==> config.mk <==
export PLATFORM = sky130hd
export DESIGN_NAME = priority_bus_demux_flat
export DESIGN_NICKNAME = d
export VERILOG_FILES = /design/src/rtl/priority_bus_demux_pkg.sv /design/src/rtl/priority_bus_demux_if.sv /design/src/rtl/priority_bus_demux_slot.sv /design/src/rtl/priority_bus_demux.sv /design/src/flat_wrapper.sv
export SDC_FILE = /design/constraint.sdc
export NUM_CORES = 1
export LEC_CHECK = 0
export BUFFER_PORTS_ARGS = -buffer_cell sky130_fd_sc_hd__clkbuf_2
export CAP_MARGIN = 0
export CORE_MARGIN = 1.5
export CORE_UTILIZATION = 31
export DETAILED_ROUTE_END_ITERATION = 10
export PLACE_DENSITY_LB_ADDON = 0.1
export SYNTH_ARGS = -nofsm -noshare
export SYNTH_HDL_FRONTEND = slang
export SYNTH_SLANG_ARGS = --single-unit
==> constraint.sdc <==
create_clock -name clk -period 3.3 [get_ports clk]
set_input_delay 0.495 -clock clk [delete_from_list [all_inputs] [get_ports clk]]
set_output_delay 0.495 -clock clk [all_outputs]
set_load 0.005 [all_outputs]
==> src/rtl/priority_bus_demux_pkg.sv <==
// priority_bus_pkg: constants and types shared by the priority bus demux and the
// upstream mux. Holds the slot count, the select width, the select encoding and
// the slot state type.
package priority_bus_pkg;

    localparam int NUM_SLOTS = 4;
    localparam int SEL_W     = 2;

    // Select encoding, the same as the mux `sel` output.
    localparam logic [SEL_W-1:0] SEL_SLOT0 = 2'd0;
    localparam logic [SEL_W-1:0] SEL_SLOT1 = 2'd1;
    localparam logic [SEL_W-1:0] SEL_SLOT2 = 2'd2;
    localparam logic [SEL_W-1:0] SEL_SLOT3 = 2'd3;

    typedef enum logic {
        SLOT_EMPTY = 1'b0,
        SLOT_FULL  = 1'b1
    } slot_state_e;

    function automatic logic [2:0] popcount4(input logic [NUM_SLOTS-1:0] v);
        logic [2:0] n;
        n = 3'd0;
        for (int i = 0; i < NUM_SLOTS; i++) begin
            n = n + {2'b00, v[i]};
        end
        return n;
    endfunction

endpackage

==> src/rtl/priority_bus_demux_if.sv <==
// priority_bus_demux_if: the source stream and the four per-slot consumer
// channels of the priority bus demux, grouped into one bundle.
//   slave  : the demux side. It receives the source beat and out_ready, and
//            drives in_ready, the slot outputs, drop and drop_cnt.
//   master : the environment side. It drives the source beat and out_ready.
// When PRIORITY_BUS_DEMUX_BROADCAST_EN is defined, the bundle also carries
// in_bcast.
interface priority_bus_demux_if
    import priority_bus_pkg::*;
#(
    parameter int DATA_W = 8
);
`ifdef PRIORITY_BUS_DEMUX_BROADCAST_EN
    logic                 in_bcast;
`endif
    logic                 in_valid;
    logic                 in_ready;
    logic [SEL_W-1:0]     in_sel;
    logic [DATA_W-1:0]    in_data;
    logic [NUM_SLOTS-1:0] out_valid;
    logic [NUM_SLOTS-1:0] out_ready;
    logic [DATA_W-1:0]    out_d0;
    logic [DATA_W-1:0]    out_d1;
    logic [DATA_W-1:0]    out_d2;
    logic [DATA_W-1:0]    out_d3;
    logic [NUM_SLOTS-1:0] drop;
    logic [7:0]           drop_cnt;

    modport slave (
`ifdef PRIORITY_BUS_DEMUX_BROADCAST_EN
        input  in_bcast,
`endif
        input  in_valid, in_sel, in_data, out_ready,
        output in_ready, out_valid, out_d0, out_d1, out_d2, out_d3, drop, drop_cnt
    );

    modport master (
`ifdef PRIORITY_BUS_DEMUX_BROADCAST_EN
        output in_bcast,
`endif
        output in_valid, in_sel, in_data, out_ready,
        input  in_ready, out_valid, out_d0, out_d1, out_d2, out_d3, drop, drop_cnt
    );

endinterface

==> src/rtl/priority_bus_demux_slot.sv <==
// demux_slot: one output slot of the demux. It holds one beat in a register,
// runs the EMPTY/FULL state machine and flushes a beat that has waited too long.
//   clk, rst : clock and asynchronous active-high reset
//   load_i   : a beat addressed to this slot is accepted this cycle
//   data_i   : payload of the incoming beat
//   ready_i  : consumer ready for this slot
//   valid_o  : the slot holds a beat
//   data_o   : the held payload; it keeps its value after a drain
//   drop_o   : one-cycle pulse in the cycle after a timeout flush
//
// state      | meaning
// SLOT_EMPTY | no beat held, the slot can accept
// SLOT_FULL  | beat held, waiting for ready_i or for the timeout
module demux_slot
    import priority_bus_pkg::*;
#(
    parameter int DATA_W  = 8,
    parameter int TIMEOUT = 16
) (
    input  logic              clk,
    input  logic              rst,
    input  logic              load_i,
    input  logic [DATA_W-1:0] data_i,
    input  logic              ready_i,
    output logic              valid_o,
    output logic [DATA_W-1:0] data_o,
    output logic              drop_o
);
    localparam int CNT_W = (TIMEOUT > 1) ? $clog2(TIMEOUT) : 1;
    localparam logic [CNT_W-1:0] CNT_LAST = CNT_W'((TIMEOUT > 0) ? TIMEOUT - 1 : 0);

    slot_state_e       state_q, state_d;
    logic [DATA_W-1:0] data_q, data_d;
    logic [CNT_W-1:0]  cnt_q, cnt_d;
    logic              drop_q, flush;

    always_comb begin
        state_d = state_q;
        data_d  = data_q;
        cnt_d   = cnt_q;
        flush   = 1'b0;
        // If a load and a timeout fall in the same cycle, the load takes
        // precedence: the slot stays full with the new beat and no drop occurs.
        if (load_i) begin
            state_d = SLOT_FULL;
            data_d  = data_i;
            cnt_d   = '0;
        end else if (state_q == SLOT_FULL) begin
            if (ready_i) begin
                state_d = SLOT_EMPTY;
                cnt_d   = '0;
            end else if ((TIMEOUT != 0) && (cnt_q == CNT_LAST)) begin
                state_d = SLOT_EMPTY;
                cnt_d   = '0;
                flush   = 1'b1;
            end else begin
                cnt_d = cnt_q + CNT_W'(1);
            end
        end
    end

    always_ff @(posedge clk or posedge rst) begin
        if (rst) begin
            state_q <= SLOT_EMPTY;
            data_q  <= '0;
            cnt_q   <= '0;
            drop_q  <= 1'b0;
        end else begin
            state_q <= state_d;
            data_q  <= data_d;
            cnt_q   <= cnt_d;
            drop_q  <= flush;
        end
    end

    assign valid_o = (state_q == SLOT_FULL);
    assign data_o  = data_q;
    assign drop_o  = drop_q;

endmodule

==> src/rtl/priority_bus_demux.sv <==
// priority_bus_demux: the sink-side demux for the 4-requester priority bus.
// It delivers each tagged source beat into one of four registered slots. Each
// slot has its own valid/ready handshake and a stall timeout.
//   clk, rst : clock and asynchronous active-high reset
//   bus      : priority_bus_demux_if.slave. It carries in_valid/in_ready/
//              in_sel/in_data, out_valid/out_ready, out_d0..3, drop and drop_cnt.
// When PRIORITY_BUS_DEMUX_BROADCAST_EN is defined, bus.in_bcast is added. A
// beat with in_bcast set is written to all four slots, or to none of them.
module priority_bus_demux
    import priority_bus_pkg::*;
#(
    parameter int DATA_W  = 8,
    parameter int TIMEOUT = 16
) (
    input  logic                  clk,
    input  logic                  rst,
    priority_bus_demux_if.slave   bus
);
    logic [NUM_SLOTS-1:0] slot_valid, slot_drop, slot_rdy, load;
    logic [DATA_W-1:0]    slot_data [NUM_SLOTS];
    logic                 accept, bcast;
    logic [7:0]           drop_cnt_q, drop_cnt_d;
    logic [8:0]           drop_sum;

`ifdef PRIORITY_BUS_DEMUX_BROADCAST_EN
    assign bcast = bus.in_bcast;
`else
    assign bcast = 1'b0;
`endif

    // A slot can take a beat when it is empty or when it drains in the same
    // cycle. This path is combinational from out_ready, which allows one beat
    // per cycle per slot.
    assign slot_rdy     = ~slot_valid | bus.out_ready;
    assign bus.in_ready = bcast ? (&slot_rdy) : slot_rdy[bus.in_sel];
    assign accept       = bus.in_valid & bus.in_ready;

    for (genvar i = 0; i < NUM_SLOTS; i++) begin : g_slot
        assign load[i] = accept & (bcast | (bus.in_sel == SEL_W'(i)));

        demux_slot #(.DATA_W(DATA_W), .TIMEOUT(TIMEOUT)) u_slot (
            .clk     (clk),
            .rst     (rst),
            .load_i  (load[i]),
            .data_i  (bus.in_data),
            .ready_i (bus.out_ready[i]),
            .valid_o (slot_valid[i]),
            .data_o  (slot_data[i]),
            .drop_o  (slot_drop[i])
        );
    end

    always_comb begin
        drop_sum   = {1'b0, drop_cnt_q} + {6'd0, popcount4(slot_drop)};
        drop_cnt_d = drop_sum[8] ? 8'hFF : drop_sum[7:0];
    end

    always_ff @(posedge clk or posedge rst) begin
        if (rst) drop_cnt_q <= 8'h00;
        else     drop_cnt_q <= drop_cnt_d;
    end

    assign bus.out_valid = slot_valid;
    assign bus.out_d0    = slot_data[0];
    assign bus.out_d1    = slot_data[1];
    assign bus.out_d2    = slot_data[2];
    assign bus.out_d3    = slot_data[3];
    assign bus.drop      = slot_drop;
    assign bus.drop_cnt  = drop_cnt_q;

endmodule

==> src/flat_wrapper.sv <==
// flat-port wrapper written by rule: the top's interface ports become plain ports
module priority_bus_demux_flat import priority_bus_pkg::*;
#(
    parameter int DATA_W  = 8,
    parameter int TIMEOUT = 16
)
  (clk, rst, bus_in_valid, bus_in_sel, bus_in_data, bus_out_ready, bus_in_ready, bus_out_valid, bus_out_d0, bus_out_d1, bus_out_d2, bus_out_d3, bus_drop, bus_drop_cnt);
  priority_bus_demux_if #(.DATA_W(DATA_W)) bus_i ();
  input  logic clk;
  input  logic rst;
  input wire logic [$bits(bus_i.in_valid)-1:0] bus_in_valid;
  input wire logic [$bits(bus_i.in_sel)-1:0] bus_in_sel;
  input wire logic [$bits(bus_i.in_data)-1:0] bus_in_data;
  input wire logic [$bits(bus_i.out_ready)-1:0] bus_out_ready;
  output wire logic [$bits(bus_i.in_ready)-1:0] bus_in_ready;
  output wire logic [$bits(bus_i.out_valid)-1:0] bus_out_valid;
  output wire logic [$bits(bus_i.out_d0)-1:0] bus_out_d0;
  output wire logic [$bits(bus_i.out_d1)-1:0] bus_out_d1;
  output wire logic [$bits(bus_i.out_d2)-1:0] bus_out_d2;
  output wire logic [$bits(bus_i.out_d3)-1:0] bus_out_d3;
  output wire logic [$bits(bus_i.drop)-1:0] bus_drop;
  output wire logic [$bits(bus_i.drop_cnt)-1:0] bus_drop_cnt;
  assign bus_i.in_valid = bus_in_valid;
  assign bus_i.in_sel = bus_in_sel;
  assign bus_i.in_data = bus_in_data;
  assign bus_i.out_ready = bus_out_ready;
  assign bus_in_ready = bus_i.in_ready;
  assign bus_out_valid = bus_i.out_valid;
  assign bus_out_d0 = bus_i.out_d0;
  assign bus_out_d1 = bus_i.out_d1;
  assign bus_out_d2 = bus_i.out_d2;
  assign bus_out_d3 = bus_i.out_d3;
  assign bus_drop = bus_i.drop;
  assign bus_drop_cnt = bus_i.drop_cnt;
  priority_bus_demux #(.DATA_W(DATA_W), .TIMEOUT(TIMEOUT)) u_core (.clk(clk), .rst(rst), .bus(bus_i));
endmodule
# == Word-level counts from Yosys, hierarchy flattened ==
# Index checks and enable logic that the tools add are counted.
# op_classes
reduce_logical,5
n_bitwise,7
eq_ne,7
mux,51
n_addsub,8
n_lt_le_gt_ge,1
# ops
op,count
4-bit two-way mux,16
1-bit two-way mux,33
4-bit by 1-bit adder with 4-bit output (second input constant),4
4-bit equality test (second input constant),4
8-bit by 3-bit adder with 9-bit output,1
8-bit two-way mux,1
2-bit nonzero test,4
3-bit by 1-bit adder with 3-bit output,2
1-bit AND,5
2-bit equality test (second input constant),2
4-bit inverter,1
4-bit bitwise OR,1
2-bit by 3-bit < comparator with 1-bit output (second input constant),1
1-bit by 1-bit adder with 2-bit output,1
1-bit binary-select mux with 2-bit select,1
2-bit by 1-bit equality test with 1-bit output (second input constant),1
2-bit logical NOT,1
# word_totals
out_inout_bits,49
register_bits,64

# == Depth between registers and ports, before layout ==
# Gate-level depths: netlist of run 1.
# depth
depth_word,7
mapped_depth,9
mapped_depth_nobuf,9

# == Hierarchy ==
# Synthesis of run 1 repeated with hierarchy kept, for this count alone.
# unflattened
hier_cells,246
area_unflattened_um2,2980.4
# modules_own_cells
module,area_per_inst_um2,cells_per_inst,seq_area_each_um2,n_inst
demux_slot,596.8,46,350.3,4
priority_bus_demux,593.1,62,200.2,1

# == Worst setup path before layout of run 1 ==
# No wires, ideal clock.
# synth_timing
path_kind,flip-flop to flip-flop
startpoint,register u_core.g_slot[3].u_slot.drop_q
endpoint,"register u_core.drop_cnt_q[1], in the netlist u_core.bus.drop_cnt[1]"
setup_slack_ps,1046
arrival_ps,2184
n_path_buf,0
setup_ps,70
path_stages_with_launch,10
synth_period_minus_slack_ps,2254
cell_sequence,dfrtp_1 fa_1 inv_1 fa_1 inv_1 fa_1 and3_1 and3_1 nand3_1 nand2b_1
# synth_between
elab_chain_len,3
# synth_rtl
item,line_no,source
from (decl),priority_bus_demux_slot.sv:35,"logic drop_q, flush;"
from (signal assigned),priority_bus_demux_slot.sv:72,drop_q <= flush;
3-bit by 1-bit adder with 3-bit output,priority_bus_demux_pkg.sv:24,"n = n + {2'b00, v[i]};"
8-bit by 3-bit adder with 9-bit output,priority_bus_demux.sv:54,"drop_sum = {1'b0, drop_cnt_q} + {6'd0, popcount4(slot_drop)};"
8-bit two-way mux,priority_bus_demux.sv:55,drop_cnt_d = drop_sum[8] ? 8'hFF : drop_sum[7:0];
named net u_core.drop_cnt_d[1],priority_bus_demux.sv:22,"logic [7:0] drop_cnt_q, drop_cnt_d;"
to (signal assigned),priority_bus_demux.sv:60,else drop_cnt_q <= drop_cnt_d;
to (decl),priority_bus_demux.sv:22,
# The timed path passes the listed nets, and every way through them passes these cells.
# A chain may end at the register's enable or synchronous reset.

# == Worst setup path in the final report of run 1 ==
# Same ends and word-level chain as after synthesis.

==> metrics.yaml, run 1 <==
status: "completed"
critPathMaxFanout: 6
grt_pass1_vias: 2086
die_h_microns: 99.8
fin_crit_sh_pct: 73.1
root_buffer: "clkbuf_8"
skew_ns: 0.00858
synth-compound-area-share_pct: 7.15
synth_enable_flop_cells: 0
cts_tree: "done"
final_nets: 359
synth_cell_types: 41
antenna_found_initial: 0
grt_overflow: 0
core_sq_mm: 0.00915
post-route-util_pct: 37.8
fin_cells: 450
syn-num-nets: 296
antenna_cells: 0
grt_pass1_wl_microns: 10300
rsz0062_at_grt: "no"
cp-startpoint: "u_core.g_slot[3].u_slot.drop_o"
cts.clk_slew.worst_paths_ns: 0.07
stdcell_area_sq_mm: 0.00346
drt-vias-per-instance: 4.58
fin_crit_ns: 2.41
fillers: 920
multi_input_area_sq_mm: 0.00116
slew_viol_final: 0
area_growth_syn_to_layout_pct: 19.0
first_pass_iters: 4
setup_slack_ns: 0.887
route.detailed.drc: 0
tns_ns: 0
slowest_delay_ns: 0.53
num_vias: 2060
r2r-start: "u_core.g_slot[3].u_slot.drop_o"
worstSkewPairLatency_ns: 0.34
post_cts_buffers: 0
synth_xor_area_share_pct: 1.81
worstSetupStartpointType: "register"
critPathSlowestCell: "fa_1"
hp-class: "in -> async"
die_w_microns: 99.8
fp.dieArea_sq_mm: 0.00996
hold_viol_final: 0
grt_usage_pct: 13.6
drv_cap: 0
ctsHoldBuffers: 0
final_layout_size_suffix_gt1_share_pct: 32.7
regArea_sq_mm: 0.00160
ctsLongestPathBuffers: 2
cp_common_cell: "fa_1"
grt_max_degree: 65
power_mw: 1.84
ant_nets: 0
dpl_cell_area_sq_mm: 0.00328
cts_resized: 0
timing.fmax_mhz: 414
synthAdderAreaFrac_pct: 4.22
slew_headroom_pct: 45.0
synth_seq_cells: 64
syn_area_per_cell_sq_um: 10.7
critPathRequiredTime_ns: 3.57
whs_ns: 0.378
wl_microns: 6310
setup_viol_count_final: 0
dp_hpwl_microns: 4420
p_per_area_mw_per_mm2: 532
cp.arrival_ns: 2.69
crit_type: "reg -> reg"
drtIter0Drc: 40
io_pins: 66
tightest_slew_ns: 0.825
cts.sinks: 64
dp.cells: 434
synth_mux_area_share_pct: 7.76
path_delay_family: "adder cells"
numCtsBuffers: 9
ys_seq_area_share_pct: 55.1
synth_flop_cell: "dfrtp_1"
yosys.area_share.simple_pct: 19.0
async_flop_share_pct: 100
synth_top_family_by_area: "simple AND/OR/NAND/NOR gates"
avgRoutedWirePerCell_microns: 14.0
path_buf_inv: 2
r2r_slack_ns: 0.89
syn-cell-area_sq_mm: 0.00290
port_buffers: 65
dp_slack_ns: 0.881
max-vdd-ir-drop_mv: 0.302
end_kind: "register"
place_congestion: 0.733
worstPathCellList: "fa_1 > inv_1 > fa_1 > inv_1 > fa_1 > and3_1 > and3_1 > nand3_1 > nand2b_1"
cts-htree-levels: 3
start_util_pct: 31.7
synthCells: 271
yosys_warnings: 0
leakagePower_nw: 1.79
rows: 35
[layout make-up]
type	count	area share, %
sequential	64	46.3
multi-input combinational	183	33.6
timing repair buffer	67	9.84
tap	111	4.02
clock buffer	10	3.98
clock inverter	6	1.27
inverter	9	0.977
[cell usage in the layout (no fill, tap or decap), types with 2 or more instances in the layout]
master / n
clkbuf_8: 10
nor2b_1: 5
inv_1: 8
nand2b_1: 5
nor2_1: 10
dfrtp_1: 64
clkbuf_2: 65
mux2_2: 18
a41oi_1: 2
clkinv_4: 2
buf_4: 2
nor3_1: 3
and3_1: 3
a21oi_1: 6
nand2_1: 73
ha_1: 5
nand3_1: 8
xnor2_1: 4
nor3b_1: 2
a21o_1: 4
clkinv_2: 2
nand2_4: 2
o22ai_1: 4
fa_1: 3
xor2_1: 2
o21ai_0: 8
[where the power goes]
| part | switching [mW] | leakage (nW) | internal (mW) |
|---|---|---|---|
| logic | 0.135 | 0.876 | 0.139 |
| clock network | 0.318 | 0.0926 | 0.295 |
| registers | 0.0719 | 0.826 | 0.882 |
| total | 0.524 | 1.79 | 1.32 |
[metal layers]
metal / wire length [microns] / track usage, %
met2: 2920 / 21.5
met3: 450 / 6.34
met4: 70 / 3.90
met1: 2870 / 16.7
met5: 0 / 0
[cells in the mapped netlist, types with 4 or more instances]
| cell type | number | share of area, % |
|---|---|---|
| buf_4 | 8 | 2.1 |
| buf_2 | 4 | 0.69 |
| nand2_1 | 73 | 9.4 |
| nand2b_1 | 5 | 1.1 |
| o22ai_1 | 4 | 0.86 |
| nor2b_1 | 5 | 1.1 |
| dfrtp_1 | 64 | 55 |
| a21oi_1 | 6 | 1.0 |
| nand3_1 | 8 | 1.4 |
| a21o_1 | 4 | 1.0 |
| ha_1 | 5 | 2.2 |
| inv_1 | 9 | 1.2 |
| mux2_2 | 18 | 7.0 |
| nor2_1 | 10 | 1.3 |
| xnor2_1 | 4 | 1.2 |
| o21ai_0 | 8 | 1.4 |
[path summary, 6_finish.rpt]
| kind | depth (start not counted) | to |
|---|---|---|
| max | 9 | u_core.bus.drop_cnt[1] |
| min | 3 | u_core.g_slot[0].u_slot.cnt_q[2] |
| max reg2reg | 9 | u_core.bus.drop_cnt[1] |
| min reg2reg | 2 | u_core.g_slot[1].u_slot.data_o[1] |
| max in group asynchronous | 3 | u_core.g_slot[1].u_slot.cnt_q[1] |
| min in group clk | 3 | u_core.g_slot[1].u_slot.data_o[6] |
[kinds of logic after synthesis]
family / count (synthesis)
mux: 19
fa+ha+maj: 8
compound gates: 32
flops: 64
buf+inv: 24
simple gates: 118
xor+xnor: 6
[flip-flops by register name, indices dropped and copies added, names as in the netlist]
signal                        count
u_core.g_slot.u_slot.valid_o      4
u_core.bus.drop_cnt               8
u_core.g_slot.u_slot.cnt_q       16
u_core.g_slot.u_slot.drop_o       4
u_core.g_slot.u_slot.data_o      32
[worst reg2reg max path, stage by stage, from the launching register on]
cell and delay, ns:
dfrtp_1 0.40, fa_1 0.53, inv_1 0.05, fa_1 0.39, inv_1 0.08, fa_1 0.19, and3_1 0.21, and3_1 0.19
nand3_1 0.20, nand2b_1 0.13
No activity file was read; power rests on OpenSTA's default activity.
==> inputs of run 2 (changes only) <==
==> constraint.sdc (replaced) <==
create_clock -name clk -period 2.35 [get_ports clk]
set_input_delay 0.3525 -clock clk [delete_from_list [all_inputs] [get_ports clk]]
set_output_delay 0.3525 -clock clk [all_outputs]
set_load 0.005 [all_outputs]
==> run 2 against run 1 <==
  * Via count is 2.8% higher
  * Clock power is 86% higher
  * Largest power group unchanged
  * Cell area is 3.8% higher
  * Count of clock-buffer cells in the layout stayed put
  * Highest routed layer unchanged
==> metrics.yaml, run 2 (synthesis results as in run 1) <==
rsz0062_at_grt: "no"
post-route-util_pct: 39.2  # +1.4 points
final_layout_size_suffix_gt1_share_pct: 34.7  # +2.0 points
start_util_pct: 31.7  # unchanged
root_buffer: "clkbuf_8"
critPathRequiredTime_ns: 2.63  # -0.94 ns
final_nets: 364  # +1.4%
wl_met2_microns: 3020  # +3.6%
cts.sinks: 64  # unchanged
die_w_microns: 99.8  # unchanged
setup_slack_ns: 0.108  # -0.779 ns
io_pins: 66  # unchanged
hold_viol_final: 0  # unchanged
ant_nets: 0  # unchanged
hp-class: "in -> async"
grt_pass1_wl_microns: 10900  # +6.0%
drv_cap: 0  # unchanged
final_common_cell: "nand2_1"
route.detailed.drc: 0  # unchanged
dp.cells: 438  # +0.92%
ctsLongestPathBuffers: 2  # unchanged
num_vias: 2117  # +2.8%
die_h_microns: 99.8  # unchanged
dp_hpwl_microns: 4590  # +3.8%
core_sq_mm: 0.00915  # unchanged
end_kind: "register"
max-vdd-ir-drop_mv: 0.397  # +31%
fin_crit_ns: 2.24  # -0.171 ns
fin_cells: 454  # +0.89%
worstSetupStartpointType: "register"
grt_pass1_vias: 2240  # +7.4%
first_pass_iters: 4  # unchanged
wl_met1_microns: 2880  # +0.28%
numCtsBuffers: 9  # unchanged
antenna_cells: 0  # unchanged
grt_overflow: 0  # unchanged
grt_usage_pct: 14.2  # +0.60 points
power_mw: 2.87  # +56%
crit_type: "reg -> reg"
setup_viol_count_final: 0  # unchanged
fillers: 947  # +2.9%
cts_tree: "done"
rows: 35  # unchanged
ctsHoldBuffers: 0  # unchanged
status: "completed"
final_cell_mix: "nand2_1 (73), clkbuf_2 (65), dfrtp_1 (64), mux2_2 (18), nor2_1 (10)"
drt-vias-per-instance: 4.66  # +1.9%
avgRoutedWirePerCell_microns: 14.2  # +1.4%
dpl_cell_area_sq_mm: 0.00332  # +1.3%
stdcell_area_sq_mm: 0.00359  # +3.8%
largest_reg_flops: 32  # unchanged
top_layer_used: "met4"
antenna_found_initial: 0  # unchanged
tightest_slew_ns: 0.550  # -0.274 ns
wl_microns: 6450  # +2.3%
area_growth_syn_to_layout_pct: 23.5
port_buffers: 65  # unchanged
wl_met3_microns: 449  # -0.22%
slew_viol_final: 0  # unchanged
slew_headroom_pct: 63.3  # +18 points
cts-htree-levels: 3  # unchanged
worstSkewPairLatency_ns: 0.33  # about the same
cts.clk_slew.worst_paths_ns: 0.07  # about the same
p_per_area_mw_per_mm2: 799  # +50%
whs_ns: 0.0450  # -0.333 ns
drtIter0Drc: 22  # -45%
skew_ns: 0.00654  # -0.00205 ns
tns_ns: 0  # unchanged
grt_max_degree: 33  # -49%
dp_slack_ns: -0.0625  # -0.943 ns
leakagePower_nw: 1.84  # +2.5%
place_congestion: 0.771  # +5.1%
cp.arrival_ns: 2.52  # -0.17 ns
fin_crit_sh_pct: 95.4  # +22 points
critPathMaxFanout: 6  # unchanged
timing.fmax_mhz: 446  # +7.6%
fp.dieArea_sq_mm: 0.00996  # unchanged
## run 2: cell count changes in the layout (fill, tap and decap cells not counted), sizes merged
| cell | before | now |
|---|---|---|
| bufinv | 0 | 3 |
| inv | 10 | 9 |
| clkinv | 4 | 1 |
| buf | 2 | 7 |
## run 2: repair_timing
action                                  in CTS  in global routing
gates cloned                                 0                  0
endpoints found under the hold margin        0                  0
gates resized for setup                      4                  2
endpoints found under the setup margin       6                  8
buffers inserted                             0                  1
## run 2: final cells by class
class | instances | area, sq um | area share, %
flip-flops and latches | 64 | 1600 | 44.6
multi-input cells | 183 | 1190 | 33.1
repair buffers | 72 | 390 | 10.9
well taps | 111 | 139 | 3.87
clock buffers | 10 | 128 | 3.56
clock inverters | 5 | 106 | 2.96
inverters | 9 | 33.8 | 0.942
## run 2: where the power goes
part / internal, mW / switching, mW
Clock: 0.701 / 0.437
Combinational: 0.200 / 0.191
Sequential: 1.24 / 0.0976
## run 2: worst paths after layout
kind / cells after the start / from / slack (ns) / endpoint
setup / recovery: 9 / u_core.g_slot[3].u_slot.drop_o / 0.11 / u_core.bus.drop_cnt[1]
hold / removal: 2 / rst / 0.05 / u_core.g_slot[0].u_slot.valid_o
setup reg to reg: 9 / u_core.g_slot[3].u_slot.drop_o / 0.11 / u_core.bus.drop_cnt[1]
hold reg to reg: 2 / u_core.g_slot[1].u_slot.data_o[0] / 0.48 / u_core.g_slot[1].u_slot.data_o[0]
max in group asynchronous: 3 / rst / 1.74 / u_core.g_slot[3].u_slot.data_o[3]
min in group clk: 3 / bus_in_data[6] / 0.26 / u_core.g_slot[1].u_slot.data_o[6]
## run 2: critical path, cell delays in order (launching register included)
cell and delay [ns]:
dfrtp_1 0.40, fa_1 0.55, inv_1 0.05, fa_2 0.34
inv_1 0.07, fa_2 0.19, and3_4 0.19, and3_4 0.20
nand3_4 0.10, nand2b_1 0.09
## run 2: routing by layer
metal	up-vias	track usage [%]
met5	-	0
met4	0	4.77
met3	9	5.50
met2	63	22.8
met1	1012	17.6
li1	1033	-
==> inputs of run 3 (changes only) <==
==> constraint.sdc (replaced) <==
create_clock -name clk -period 2.8 [get_ports clk]
set_input_delay 0.42 -clock clk [delete_from_list [all_inputs] [get_ports clk]]
set_output_delay 0.42 -clock clk [all_outputs]
set_load 0.005 [all_outputs]
==> run 3 against run 2 <==
  * Worst setup slack improved by 0.25 ns
  * Via count fell by 0.66%
  * Flip-flop and latch count did not move
  * Maximum frequency fell by 8.0%
  * Worst hold slack improved by 0.080 ns
  * Combinational power fell by 16%
  * Cell count fell by 0.88%
  * Global-route usage fell by 0.31 points
  * Register-to-register slack improved by 0.25 ns
  * First-iteration DRC count rose by 64%
  * Cell area fell by 2.0%
  * Critical endpoint unchanged
  * Highest routed layer unchanged
==> metrics.yaml, run 3 (synthesis results as in run 1) <==
status: "completed"
tightest_slew_ns: 0.597  # +0.0464 ns
worstPathCellList: "fa_1 > inv_1 > fa_1 > inv_1 > fa_1 > and3_1 > and3_1 > nand3_1 > nand2b_1"
antenna_cells: 0  # unchanged
place_congestion: 0.711  # -7.7%
r2r_slack_ns: 0.36  # +0.25 ns
regToRegEndpoint: "u_core.bus.drop_cnt[1]"
critPathRequiredTime_ns: 3.08  # +0.45 ns
largest_reg_flops: 32  # unchanged
p_per_area_mw_per_mm2: 672  # -16%
io_pins: 66  # unchanged
ant_nets: 0  # unchanged
numCtsBuffers: 9  # unchanged
timing.fmax_mhz: 410  # -8.0%
end_kind: "register"
grt_pass1_wl_microns: 10500  # -3.3%
cp_num_cells: 9  # unchanged
r2r-start: "u_core.g_slot[3].u_slot.drop_o"
critPathMaxFanout: 6  # unchanged
first_pass_iters: 4  # unchanged
path_buf_inv: 2  # unchanged
cts-htree-levels: 3  # unchanged
cts_resized: 0  # -4
port_buffers: 65  # unchanged
max-vdd-ir-drop_mv: 0.311  # -22%
worstSkewPairLatency_ns: 0.34  # about the same
pwr-share-clk_pct: 38.5  # -1.2 points
rsz0062_at_grt: "no"
wl_met2_microns: 2950  # -2.3%
final_nets: 359  # -1.4%
crit_end: "u_core.bus.drop_cnt[1]"
drt-vias-per-instance: 4.67  # +0.22%
area_growth_syn_to_layout_pct: 21.0
critPathSlowestCell: "fa_1"
cp_common_cell: "fa_1"
path_delay_family: "adder cells"
slew_headroom_pct: 60.1  # -3.2 points
slew_viol_final: 0  # unchanged
root_buffer: "clkbuf_8"
fp.dieArea_sq_mm: 0.00996  # unchanged
wl_met1_microns: 2900  # +0.59%
stdcell_area_sq_mm: 0.00351  # -2.0%
drv_cap: 0  # unchanged
cts.sinks: 64  # unchanged
cp.arrival_ns: 2.71  # +0.19 ns
rr_worst_depth: 9  # unchanged
dp_hpwl_microns: 4470  # -2.7%
pwr-share-comb_pct: 13.9  # +0.2 points
worstSetupStartpointType: "register"
dp.cells: 434  # -0.91%
post-route-util_pct: 38.4  # -0.79 points
p_sw_share_pct: 27.3  # +2.0 points
die_w_microns: 99.8  # unchanged
grt_overflow: 0  # unchanged
cts.clk_slew.worst_paths_ns: 0.08  # about the same
final_layout_size_suffix_gt1_share_pct: 32.7  # -2.0 points
seqPwrFrac_pct: 47.6  # +1.0 points
fin_crit_sh_pct: 87.1  # -8.3 points
fin_cells: 450  # -0.88%
final_cell_mix: "nand2_1 (73), clkbuf_2 (65), dfrtp_1 (64), mux2_2 (18), nor2_1 (10)"
cts_tree: "done"
top_layer_used: "met4"
ctsLongestPathBuffers: 2  # unchanged
core_sq_mm: 0.00915  # unchanged
fin_crit_ns: 2.44  # +0.196 ns
avgRoutedWirePerCell_microns: 14.2  # about the same
hp-class: "in -> async"
p_sw_mw: 0.645  # -11%
wl_met3_microns: 471  # +4.9%
start_util_pct: 31.7  # unchanged
rows: 35  # unchanged
final_common_cell: "nand2_1"
drtIter0Drc: 36  # +64%
crit_type: "reg -> reg"
cp-startpoint: "u_core.g_slot[3].u_slot.drop_o"
grt_pass1_vias: 2078  # -7.2%
dpl_cell_area_sq_mm: 0.00329  # -0.91%
die_h_microns: 99.8  # unchanged
grt_usage_pct: 13.9  # -0.31 points
setup_slack_ns: 0.362  # +0.254 ns
post_cts_buffers: 0  # unchanged
leakagePower_nw: 1.82  # -1.2%
p_int_mw: 1.72  # -20%
ctsHoldBuffers: 0  # unchanged
skew_ns: 0.0100  # +0.00350 ns
grt_max_degree: 65  # +97%
antenna_found_initial: 0  # unchanged
wl_microns: 6390  # -0.98%
route.detailed.drc: 0  # unchanged
dp_slack_ns: 0.370  # +0.432 ns
hold_viol_final: 0  # unchanged
tns_ns: 0  # unchanged
setup_viol_count_final: 0  # unchanged
slowest_delay_ns: 0.55  # about the same
num_vias: 2103  # -0.66%
## run 3: changes by cell type in the layout (fill, tap and decap cells not counted), sizes merged
cell / delta
clkinv: +1
clkbuf: -1
bufinv: -1
inv: +2
buf: -5
## run 3: metrics by stage
| stage | total power [mW] | hold slack, ns |
|---|---|---|
| after global placement | 1.47 | 0.458 |
| final | 2.36 | 0.125 |
| after floorplan | 1.31 | 0.445 |
| after global routing | 2.49 | 0.155 |
| after detailed placement | 1.48 | 0.468 |
| after CTS | 2.41 | 0.130 |
## run 3: how the worst min path moves through the flow
stage / startpoint / endpoint / slack, ns / depth (start not counted)
6_report: rst / u_core.bus.drop_cnt[0] / 0.13 / 3
4_1_cts: rst / u_core.g_slot[1].u_slot.data_o[3] / 0.13 / 3
5_1_grt: rst / u_core.bus.drop_cnt[0] / 0.15 / 3
2_1_floorplan: u_core.g_slot[3].u_slot.cnt_q[3] / u_core.g_slot[3].u_slot.cnt_q[3] / 0.45 / 1
3_3_place_gp: u_core.g_slot[1].u_slot.data_o[2] / u_core.g_slot[1].u_slot.data_o[2] / 0.46 / 2
3_5_place_dp: u_core.g_slot[1].u_slot.data_o[3] / u_core.g_slot[1].u_slot.data_o[3] / 0.47 / 2
## run 3: routing by layer
layer | track usage (%) | vias to the layer above
li1 | - | 1023
met1 | 17.6 | 1013
met2 | 21.6 | 61
met3 | 5.78 | 6
met4 | 4.55 | 0
met5 | 0 | -
## run 3: area by class of cell
cell class / instances / area [sq um]
Timing Repair Buffer: 67 / 353
Fill cell: 938 / 5640
Clock buffer: 9 / 124
Inverter: 9 / 33.8
Tap cell: 111 / 139
Multi-Input combinational cell: 183 / 1160
Sequential cell: 64 / 1600
Clock inverter: 7 / 103
## run 3: power groups by stage
stage | sequential, mW | clock, mW | combinational (mW)
floorplan | 1.13 | 0 | 0.179
global placement | 1.14 | 0 | 0.333
detailed placement | 1.14 | 0 | 0.336
CTS | 1.13 | 0.947 | 0.337
global route | 1.14 | 0.975 | 0.374
finish | 1.12 | 0.909 | 0.328
## run 3: worst reg2reg max path, cell delays in order (launching register included)
cell and delay [ns]:
dfrtp_1 0.41, fa_1 0.55, inv_1 0.05, fa_1 0.37, inv_1 0.08, fa_1 0.20
and3_1 0.21, and3_1 0.19, nand3_1 0.19, nand2b_1 0.13
